<file path="config.mk">
export PLATFORM = sky130hd
export DESIGN_NAME = next_pc_seq
export DESIGN_NICKNAME = d
export VERILOG_FILES = /design/src/rtl/pc_seq_pkg.sv /design/src/rtl/ras_lifo.sv /design/src/rtl/next_pc_seq.sv
export SDC_FILE = /design/constraint.sdc
export NUM_CORES = 1
export LEC_CHECK = 0
export CAP_MARGIN = 40
export CORE_ASPECT_RATIO = 1.75
export CORE_MARGIN = 3
export CORE_UTILIZATION = 50
export DETAILED_ROUTE_END_ITERATION = 12
export PLACE_DENSITY = 0.85
export SLEW_MARGIN = 20
export SYNTH_ARGS = -nofsm -noshare
export SYNTH_HDL_FRONTEND = slang
export SYNTH_SLANG_ARGS = --single-unit
</file>
<file path="constraint.sdc">
create_clock -name clock -period 3.5 [get_ports clock]
set_clock_uncertainty 0.15 [all_clocks]
set_input_delay 0.35 -clock clock [delete_from_list [all_inputs] [get_ports clock]]
set_output_delay 0.35 -clock clock [all_outputs]
set_load 0.05 [all_outputs]
</file>
<file path="src/rtl/pc_seq_pkg.sv">
// Shared op encodings and decode helper for the program-counter sequencer.
// Latency: none (types only); backpressure: n/a.
package pc_seq_pkg;

  localparam int OP_W = 3;

  typedef enum logic [OP_W-1:0] {
    OP_SEQ    = 3'd0,
    OP_BRANCH = 3'd1,
    OP_CALL   = 3'd2,
    OP_RET    = 3'd3,
    OP_SETCTX = 3'd4
  } opT;

  // Reserved encodings 5..7 fold onto SEQ so the mux only sees legal ops.
  function automatic opT decodeOp(input logic [OP_W-1:0] raw);
    case (raw)
      3'd1:    return OP_BRANCH;
      3'd2:    return OP_CALL;
      3'd3:    return OP_RET;
      3'd4:    return OP_SETCTX;
      default: return OP_SEQ;
    endcase
  endfunction

endpackage

</file>
<file path="src/rtl/ras_lifo.sv">
// Return-address LIFO: push/pop update on the clock edge, top/count/full/empty are live.
// Latency: 1 edge for push/pop; backpressure: push-on-full and pop-on-empty are dropped.
module ras_lifo #(
  parameter int ADDR_W      = 11,
  parameter int STACK_DEPTH = 8
) (
  input  logic                         clock,
  input  logic                         reset,
  input  logic                         push,
  input  logic                         pop,
  input  logic [ADDR_W-1:0]            pushData,
  output logic [ADDR_W-1:0]            topData,
  output logic [$clog2(STACK_DEPTH):0] count,
  output logic                         full,
  output logic                         empty
);

  localparam int PTR_W = $clog2(STACK_DEPTH);
  localparam int CNT_W = PTR_W + 1;

  logic [ADDR_W-1:0] mem [STACK_DEPTH];
  logic [PTR_W-1:0]  wrIdx;
  logic [PTR_W-1:0]  topIdx;
  logic              doPush;
  logic              doPop;
  logic              doReplace;

  assign full    = (count == CNT_W'(STACK_DEPTH));
  assign empty   = (count == '0);
  assign wrIdx   = count[PTR_W-1:0];
  assign topIdx  = wrIdx - PTR_W'(1);
  assign topData = mem[topIdx];

  // Simultaneous push and pop on a non-empty stack replaces the top entry.
  assign doReplace = push && pop && !empty;
  assign doPush    = push && !full && !doReplace;
  assign doPop     = pop && !push && !empty;

  always_ff @(posedge clock) begin
    if (!reset) begin
      count <= '0;
    end else if (doPush) begin
      count <= count + CNT_W'(1);
    end else if (doPop) begin
      count <= count - CNT_W'(1);
    end
  end

  // Entry storage carries no reset; slots above count are stale by design.
  always_ff @(posedge clock) begin
    if (doPush) begin
      mem[wrIdx] <= pushData;
    end else if (doReplace) begin
      mem[topIdx] <= pushData;
    end
  end

endmodule

</file>
<file path="src/rtl/next_pc_seq.sv">
// PC register and next-fetch-address selector with context-relocated targets and a return stack.
// Latency: op in cycle n lands in pc at edge n+1, next_pc is combinational; backpressure: stall freezes all state and drops the op.
module next_pc_seq
  import pc_seq_pkg::*;
#(
  parameter int              ADDR_W      = 11,
  parameter int              STACK_DEPTH = 8,
  parameter logic [ADDR_W-1:0] RESET_PC  = '0
) (
  input  logic                         clock,
  input  logic                         reset,
  input  logic                         stall,
  input  logic [OP_W-1:0]              op,
  input  logic [31:0]                  imm,
  input  logic                         err_clr,
  output logic [ADDR_W-1:0]            pc,
  output logic [ADDR_W-1:0]            next_pc,
  output logic [ADDR_W-1:0]            ctx_base,
  output logic [$clog2(STACK_DEPTH):0] stack_count,
  output logic                         stack_ovf,
  output logic                         stack_unf
);

  opT              curOp;
  logic [ADDR_W-1:0] seqPc;
  logic [ADDR_W-1:0] tgtPc;
  logic [ADDR_W-1:0] stkTop;
  logic              stkFull;
  logic              stkEmpty;
  logic              isCall;
  logic              isRet;
  logic              isCtx;
  logic              unusedImm;

  assign curOp     = decodeOp(op);
  assign seqPc     = pc + ADDR_W'(1);
  assign tgtPc     = imm[ADDR_W-1:0] + ctx_base;
  assign unusedImm = ^imm;

  always_comb begin
    isCall  = 1'b0;
    isRet   = 1'b0;
    isCtx   = 1'b0;
    next_pc = seqPc;
    case (curOp)
      OP_BRANCH: next_pc = tgtPc;
      OP_CALL: begin
        isCall  = 1'b1;
        next_pc = tgtPc;
      end
      OP_RET: begin
        isRet = 1'b1;
        if (!stkEmpty) next_pc = stkTop;
      end
      OP_SETCTX: isCtx = 1'b1;
      default: ;
    endcase
  end

  ras_lifo #(
    .ADDR_W      (ADDR_W),
    .STACK_DEPTH (STACK_DEPTH)
  ) u_ras (
    .clock    (clock),
    .reset    (reset),
    .push     (isCall && !stall),
    .pop      (isRet && !stall),
    .pushData (seqPc),
    .topData  (stkTop),
    .count    (stack_count),
    .full     (stkFull),
    .empty    (stkEmpty)
  );

  always_ff @(posedge clock) begin
    if (!reset) begin
      pc       <= RESET_PC;
      ctx_base <= '0;
    end else if (!stall) begin
      pc <= next_pc;
      if (isCtx) ctx_base <= imm[ADDR_W-1:0];
    end
  end

  // A fresh error outranks a same-cycle clear so the event is never lost.
  always_ff @(posedge clock) begin
    if (!reset) begin
      stack_ovf <= 1'b0;
      stack_unf <= 1'b0;
    end else if (!stall) begin
      if (isCall && stkFull) stack_ovf <= 1'b1;
      else if (err_clr)      stack_ovf <= 1'b0;
      if (isRet && stkEmpty) stack_unf <= 1'b1;
      else if (err_clr)      stack_unf <= 1'b0;
    end
  end

endmodule

</file>
==> results of run 1 <==
critical path, cell delays in order:
cell             delay, ns
clkdlybuf4s50_1       0.42
ha_1                  0.23
fa_1                  0.46
a211o_1               0.31
a21oi_1               0.14
buf_4                 0.16
o211ai_1              0.17
xnor2_1               0.17
o21ai_1               0.27
buf_12                0.18
state kept, by name, indices dropped and copies added (netlist names):
| name | cells |
|---|---|
| ctx_base | 11 |
| pc | 11 |
| stack_ovf | 1 |
| stack_unf | 1 |
| u_ras.count | 4 |
| u_ras.mem | 88 |
logic make-up after synthesis:
| kind of cell | Yosys count | share of synthesized area [%] |
|---|---|---|
| flip-flops | 116 | 59.0 |
| multiplexers | 34 | 12.0 |
| AND/OR/NAND/NOR | 99 | 9.04 |
| buffers and inverters | 23 | 2.31 |
| AO/OA/AOI/OAI | 79 | 10.5 |
| XOR/XNOR | 19 | 3.07 |
| adder cells (fa/ha/maj) | 16 | 3.97 |
cell usage in the layout (no fill, tap or decap), types with 7 or more instances in the layout:
master,count
dfxtp_1,28
xor2_1,7
edfxtp_1,88
nand2_1,41
clkbuf_16,17
buf_4,18
buf_12,8
clkdlybuf4s50_1,45
o21ai_0,11
a21oi_1,9
a21boi_0,12
nor2_1,17
mux4_1,10
xnor2_1,12
mux4_2,12
ha_1,14
o21ai_1,7
mux2i_1,12
routing by layer:
| layer | part of all wire [%] | wire, um |
|---|---|---|
| met3 | 5.4 | 695 |
| met2 | 55 | 7060 |
| met5 | 0 | 0 |
| met1 | 36 | 4590 |
| met4 | 4.1 | 526 |
power groups by stage:
stage               combinational, mW  sequential [mW]  clock, mW
floorplan                       0.280             1.61          0
global placement                0.503             1.56          0
detailed placement              0.517             1.56          0
CTS                             0.524             1.53       1.71
global route                    0.553             1.54       1.77
finish                          0.524             1.54       1.69
worst paths after layout:
check | start | end | cells past startpoint
setup / recovery | imm[0] | next_pc[10] | 10
hold / removal | ctx_base[8] | ctx_base[8] | 2
setup reg to reg | u_ras.count[1] | pc[3] | 8
hold reg to reg | ctx_base[8] | ctx_base[8] | 2
cell type report:
type	count	area (um^2)	area share (%)
sequential	116	3200	46.9
clock buffer	17	425	6.23
tap	127	159	2.33
multi-input combinational	247	2100	30.8
timing repair buffer	72	761	11.1
clock inverter	15	159	2.33
inverter	6	22.5	0.330
metrics by stage:
stage | hold WS, ns | cell area (um^2) | util [%] | std cells | setup slack, ns
2_1_floorplan | 0.345 | 5430 | - | 386 | 0.0234
3_3_place_gp | 0.327 | 6230 | 59.8 | 567 | 0.173
3_5_place_dp | 0.329 | 6250 | 60.0 | 568 | 0.159
4_1_cts | 0.339 | 6830 | 65.6 | 600 | 0.138
5_1_grt | 0.372 | 6830 | 65.6 | 600 | 0.0117
6_report | 0.338 | 6830 | 65.6 | 600 | 0.129
==> impl_metrics.toml, run 1 <==
[status]
status = "finished, final reports clean"

[logic_synthesis]
synth_largest_area_cell = "edfxtp_1"
syn_area_per_cell_um2 = 14.1
ys_top_cells_by_count = "edfxtp_1 (88), nand2_1 (41), dfxtp_1 (28), nor2_1 (17)"
ys_async_sr_fraction_pct = 0
syn_nets = 441
synth_edf_count = 88
synth_most_common_cell = "edfxtp_1"
ys_seq_area_share_pct = 59.0
synth_warnings = 0
synth-seq-cells = 116
synth_top_area_share_pct = 48.7
synth_ff_type = "edfxtp_1"
synth_cell_types = 58
netlist_area_um2 = 5430
syn_inst = 386
ys_top_cells_by_area = "edfxtp_1 (49%), dfxtp_1 (10%), mux4_2 (5.0%)"

[die]
rows = 49
fp.dieArea_um2 = 12200
core-area_um2 = 10400
initial_core_util_pct = 52.1
die_w_um = 84.7
io-pin-count = 78
die_h_um = 144

[timing]
tightest_slew_ns = 0.806
slew_headroom_pct = 45.9
fin_crit_sh_pct = 96.3
setup_viol = 0
rsz0062_at_grt = "no"
post-route-min-period_ns = 3.37
setup_tns_ns = 0
fmax_mhz = 297
hold_viol = 0
final_max_slew_viol_count = 0

[clock_network]
htreeDepth = 4
cts_root_buf = "clkbuf_16"
clock_sinks = 116
clock_latency_ns = 0.41
clockBufferDepth = 2
cts_resized = 0
cts_buffers = 17
cts_tree = "yes"
post_cts_buffers = 0
ctsHoldBuffers = 0
clkTransAtPathRegs_ns = 0.06

[worst_setup_path]
arrival_ns = 2.87
worstPathRequired_ns = 3.00
path_max_fanout = 3
crit_path_start_kind = "primary input"
crit_type = "in -> out"
rrSetupSlack_ns = 0.81
cp-end-kind = "primary output"

[cells_and_area]
drive_gt1_share_pct = 17.8
fillers = 725
final_net_count = 515
antenna_cells = 0
areaGrowthSynthToFinish_pct = 25.9

[grt]
use_met2_pct = 40.1
met3_usage_pct = 5.16
overflow = 0
grt_max_degree = 30
grt_pass1_vias = 3797
grt_util_met1_pct = 23.2
antenna_found_initial = 0
grt_busiest_layer = "met2"
grt.total_usage_pct = 22.2
grt_pass1_wl_um = 20100

[routing]
ant_nets = 0
vias_per_cell = 6.05
first_iter_violations = 342
drcViolationCount = 0
drtPass1Iterations = 5
vias = 3629
routed_wl_um = 12900
routedWlPerCell_um = 21.5

[power_and_ir_drop]
switchingPower_mw = 0.978
pwr-share-clk_pct = 45.1
p_total_mw = 3.75
pwr_density_cell_nw_per_um2 = 549
pwr-share-seq_pct = 40.9
p_int_mw = 2.77
pwr-share-comb_pct = 14.0
swShare_pct = 26.1
p_leak_nw = 2.52
peakVddDrop_mv = 0.535

[place]
place.gp.congestion = 0.876
portBuffers = 56
place_hpwl_um = 8670

[min_path]
hp-class = "reg -> reg"

[run]
drv_cap = 0
Power figures use the tool's default switching activity.
==> run 2, diff against run 1 <==
--- a/config.mk
+++ b/config.mk
@@ -10,6 +10,7 @@
 export CORE_MARGIN = 3
 export CORE_UTILIZATION = 50
 export DETAILED_ROUTE_END_ITERATION = 12
+export GPL_ROUTABILITY_DRIVEN = 0
 export PLACE_DENSITY = 0.85
 export SLEW_MARGIN = 20
 export SYNTH_ARGS = -nofsm -noshare
==> constraint.sdc (replaced) <==
create_clock -name clock -period 3.5 [get_ports clock]
set_clock_uncertainty 0.15 [all_clocks]
set_input_delay 0.7 -clock clock [delete_from_list [all_inputs] [get_ports clock]]
set_output_delay 0.7 -clock clock [all_outputs]
set_load 0.05 [all_outputs]
==> impl_metrics.toml, run 2 (same netlist as run 1, synthesis figures left out) <==
[status]
status = "finished, violations left"
violations = "setup timing"

[grt]
grt_pass1_vias = 4055
grt_pass1_wl_um = 21600
antenna_found_initial = 0
overflow = 0
grt_max_degree = 30
grt.total_usage_pct = 23.8

[power_and_ir_drop]
p_int_mw = 2.86
p_total_mw = 3.82
pwr_density_cell_nw_per_um2 = 536
swShare_pct = 25.2
p_leak_nw = 2.64
switchingPower_mw = 0.965
pwr-share-clk_pct = 44.9
peakVddDrop_mv = 0.355
pwr-share-comb_pct = 14.9
pwr-share-seq_pct = 40.2

[timing]
fmax_mhz = 282
slew_headroom_pct = 48.8
rsz0062_at_grt = "yes"
final_max_slew_viol_count = 0
post-route-min-period_ns = 3.55
hold_viol = 0
tightest_slew_ns = 0.763
fin_crit_sh_pct = 101
setup_viol = 2
fin_ws_ns = -0.0486
holdWs_ns = 0.358

[die]
initial_core_util_pct = 52.1
core-area_um2 = 10400
die_w_um = 84.7
rows = 49
io-pin-count = 78
die_h_um = 144
fp.dieArea_um2 = 12200

[clock_network]
ctsHoldBuffers = 0
cts_root_buf = "clkbuf_16"
cts_buffers = 17
cts_tree = "yes"
clockBufferDepth = 2
clock_sinks = 116
clock_latency_ns = 0.41
clkTransAtPathRegs_ns = 0.06
htreeDepth = 4

[cells_and_area]
final_cell_mix = "edfxtp_1 (88), nand2_1 (41), clkdlybuf4s50_1 (38)"
antenna_cells = 0
largest-register = "u_ras.mem"
final_net_count = 533
reg_top3 = "u_ras.mem x88, ctx_base x11, pc x11"
areaGrowthSynthToFinish_pct = 31.5
largest_reg_flops = 88
final_common_cell = "edfxtp_1"
drive_gt1_share_pct = 24.8

[worst_setup_path]
path_max_fanout = 3
worstPathRequired_ns = 2.65
critPathMaxStageDelay_ns = 0.37
cp-end-kind = "primary output"
worstPathCellList = "buf_8 -> ha_4 -> fa_2 -> a211o_1 -> a21oi_2 -> buf_4 -> o211ai_1 -> xnor2_1 -> o21ai_2 -> buf_12"
crit_type = "in -> out"
arrival_ns = 2.70
startpoint = "imm[0]"
timing.rr.start = "u_ras.count[1]"
crit_path_start_kind = "primary input"
rrSetupSlack_ns = 0.96
slowest_stage = "fa_2"

[routing]
drcViolationCount = 0
first_iter_violations = 250
routedWlPerCell_um = 22.6
drtPass1Iterations = 5
vias_per_cell = 6.10
ant_nets = 0
vias = 3769
routed_wl_um = 14000

[place]
portBuffers = 56
place_hpwl_um = 8930
pre_cts_ws_ns = -0.487

[min_path]
min_from = "ctx_base[10]"
hp-class = "reg -> reg"

[run]
drv_cap = 0
## run 2: cell types whose count changed in the layout (fill, tap and decap cells not counted), moves of 3 or more
cell | before | now
buf_4 | 18 | 35
clkdlybuf4s50_1 | 45 | 38
ha_1 | 14 | 8
ha_4 | 0 | 6
dfxtp_1 | 28 | 25
dlygate4sd2_1 | 0 | 3
## run 2: cell type report
class	count	area [um^2]
clock buffers	17	425
clock inverters	15	165
fillers	674	3290
inverters	6	22.5
multi-input cells	247	2250
flip-flops and latches	116	3210
well taps	127	159
repair buffers	90	906
## run 2: worst max-delay path: cells and delay by family
family | cells | cell delay, ns
adders and majority gates | 2 | 0.52
AOI/OAI and AO/OA | 4 | 0.87
xor gates and xnor gates | 1 | 0.20
buffers and inverters | 3 | 0.42
## run 2: what timing repair did
| item | in CTS | in global routing |
|---|---|---|
| buffers inserted | 0 | 1 |
| pin swaps | 8 | 8 |
| gates cloned | 0 | 0 |
| endpoints found under the hold margin | 0 | 0 |
| setup endpoints to repair | 8 | 9 |
| resized for setup | 25 | 14 |
## run 2: stage by stage
stage | TNS, ns | utilization, % | cell area, um^2 | cells
final | -0.0773 | 68.5 | 7130 | 618
after global routing | -0.180 | 68.5 | 7130 | 618
after CTS | -0.0557 | 67.6 | 7040 | 617
after detailed placement | -2.03 | 61.4 | 6400 | 585
after global placement | -1.71 | 61.4 | 6400 | 585
after floorplan | -0.0553 | - | 5440 | 386
## run 2: power by group through the flow
stage / Clock [mW] / Combinational [mW] / Sequential [mW]
4_1_cts: 1.73 / 0.552 / 1.54
6_report: 1.72 / 0.569 / 1.54
5_1_grt: 1.79 / 0.601 / 1.54
2_1_floorplan: 0 / 0.284 / 1.61
3_5_place_dp: 0 / 0.537 / 1.56
3_3_place_gp: 0 / 0.525 / 1.56
## run 2: layer usage
layer / share of wire, % / GRT usage, %
met4: 7.2 / 15.4
met2: 53 / 41.9
met1: 34 / 24.9
met3: 5.9 / 6.14
met5: 0 / 0
## run 2: path summary, 6_finish.rpt
| kind | to | cells after the start |
|---|---|---|
| max reg2reg | u_ras.count[3] | 12 |
| min | ctx_base[10] | 2 |
| min reg2reg | ctx_base[10] | 2 |
| max | next_pc[10] | 10 |
==> run 3, diff against run 2 <==
--- a/config.mk
+++ b/config.mk
@@ -10,8 +10,9 @@
 export CORE_MARGIN = 3
 export CORE_UTILIZATION = 50
 export DETAILED_ROUTE_END_ITERATION = 12
+export DONT_BUFFER_PORTS = 1
 export GPL_ROUTABILITY_DRIVEN = 0
-export PLACE_DENSITY = 0.85
+export PLACE_DENSITY = 0.76
 export SLEW_MARGIN = 20
 export SYNTH_ARGS = -nofsm -noshare
 export SYNTH_HDL_FRONTEND = slang
==> impl_metrics.toml, run 3 (same netlist as run 1, synthesis figures left out) <==
[cells_and_area]
fillers = 774
areaGrowthSynthToFinish_pct = 18.2
largest-register = "u_ras.mem"
largest_reg_flops = 88
final-seq-area_um2 = 3200
drive_gt1_share_pct = 24.2
layout.cell_area.non_filler_um2 = 6410
final_common_cell = "edfxtp_1"
multi_input_area_um2 = 2140
stdcell_count = 574
final_net_count = 490
final_cell_mix = "edfxtp_1 (88), buf_4 (42), nand2_1 (41)"
antenna_cells = 0
reg_top3 = "u_ras.mem x88, ctx_base x11, pc x11"

[clock_network]
clock_sinks = 116
htreeDepth = 4
cts_tree = "yes"
ctsHoldBuffers = 0
cts_buffers = 17
cts_root_buf = "clkbuf_16"
clockBufferDepth = 2
clkTransAtPathRegs_ns = 0.05
post_cts_buffers = 0
clock_latency_ns = 0.40

[timing]
setup_viol = 0
tightest_slew_ns = 0.772
fin_crit_sh_pct = 97.1
fin_ws_ns = 0.103
slew_headroom_pct = 48.1
hold_viol = 0
setup_tns_ns = 0
rsz0062_at_grt = "no"
fmax_mhz = 294
post-route-min-period_ns = 3.40
final_max_slew_viol_count = 0

[place]
place_inst = 543
dpl_cell_area_um2 = 5890
pre_cts_ws_ns = -0.0241
place_hpwl_um = 8480
portBuffers = 0

[die]
initial_core_util_pct = 52.1
die_w_um = 84.7
io-pin-count = 78
rows = 49
core-area_um2 = 10400
die_h_um = 144
fp.dieArea_um2 = 12200

[power_and_ir_drop]
peakVddDrop_mv = 0.435
p_total_mw = 3.43
p_leak_nw = 2.41
pwr_density_cell_nw_per_um2 = 535

[grt]
grt_max_degree = 29
overflow = 0
grt_pass1_vias = 3595
grt_pass1_wl_um = 19000
antenna_found_initial = 0
grt.total_usage_pct = 21.2

[worst_setup_path]
worstPathRequired_ns = 2.65
slowest_stage = "mux4_1"
crit_path_start_kind = "flop"
crit_type = "reg -> out"
timing.rr.start = "u_ras.count[0]"
worstPathCellList = "buf_4 -> mux4_1 -> mux2i_2 -> o21ai_0 -> o21ai_1 -> o21ai_2 -> buf_12"
rr_worst_depth = 9
cp-end-kind = "primary output"
critPathMaxStageDelay_ns = 0.63
rrSetupSlack_ns = 0.89
path_max_fanout = 23
arrival_ns = 2.55
rr_endpoint = "pc[5]"

[routing]
first_iter_violations = 228
routed_wl_um = 12100
routedWlPerCell_um = 21.2
ant_nets = 0
drcViolationCount = 0
drtPass1Iterations = 5
vias = 3441
vias_per_cell = 5.99

[min_path]
min_from = "reset"
hold_depth = 1
holdPathEnd = "u_ras.count[3]"
hp-class = "in -> reg"

[status]
status = "finished, final reports clean"

[run]
drv_cap = 0
[run 3: area by class of cell]
type,instances,share of cell area [%]
Multi-Input combinational cell,247,33.3
Clock inverter,12,1.05
Sequential cell,116,50.0
Timing Repair Buffer,47,6.10
Clock buffer,19,6.75
Tap cell,127,2.48
Inverter,6,0.351
[run 3: report_power, final]
| part | internal (mW) | switching [mW] |
|---|---|---|
| sequential | 1.51 | 0.0169 |
| combinational | 0.164 | 0.296 |
| clock | 0.882 | 0.564 |
| total | 2.56 | 0.876 |
[run 3: per-stage QoR]
stage          hold WS, ns  util, %
5_1_grt              0.271     61.5
4_1_cts              0.265     61.4
6_report             0.276     61.5
3_3_place_gp         0.453     56.3
2_1_floorplan        0.541        -
3_5_place_dp         0.485     56.5
[run 3: critical path, delay by kind of cell, from the launching register on]
kind	cells	cell delay, ns
flip-flops	1	0.32
buffers and inverters	2	0.54
multiplexers	2	0.89
AO/OA/AOI/OAI	3	0.38
[run 3: how the worst max path moves through the flow]
stage / from / end / cells past startpoint
after floorplan: u_ras.count[0] / next_pc[0] / 8
after global placement: imm[0] / next_pc[8] / 9
after detailed placement: imm[0] / next_pc[8] / 9
after CTS: ctx_base[0] / next_pc[8] / 9
after global routing: u_ras.count[0] / next_pc[10] / 7
final: u_ras.count[0] / next_pc[10] / 7
[run 3: repair_timing]
item,CTS,global route
endpoints found under the setup margin,3,6
pin swaps,0,4
resized for setup,1,7
[run 3: per-layer routing]
metal  wire, um  share of wire [%]  track usage, %  vias up
met1       4340                 36            22.1     1691
met3        806                6.6            6.25       22
met2       6630                 55            38.5      138
met4        363                3.0            10.1        0
li1           -                  -               -     1590
met5          0                  0               0        -
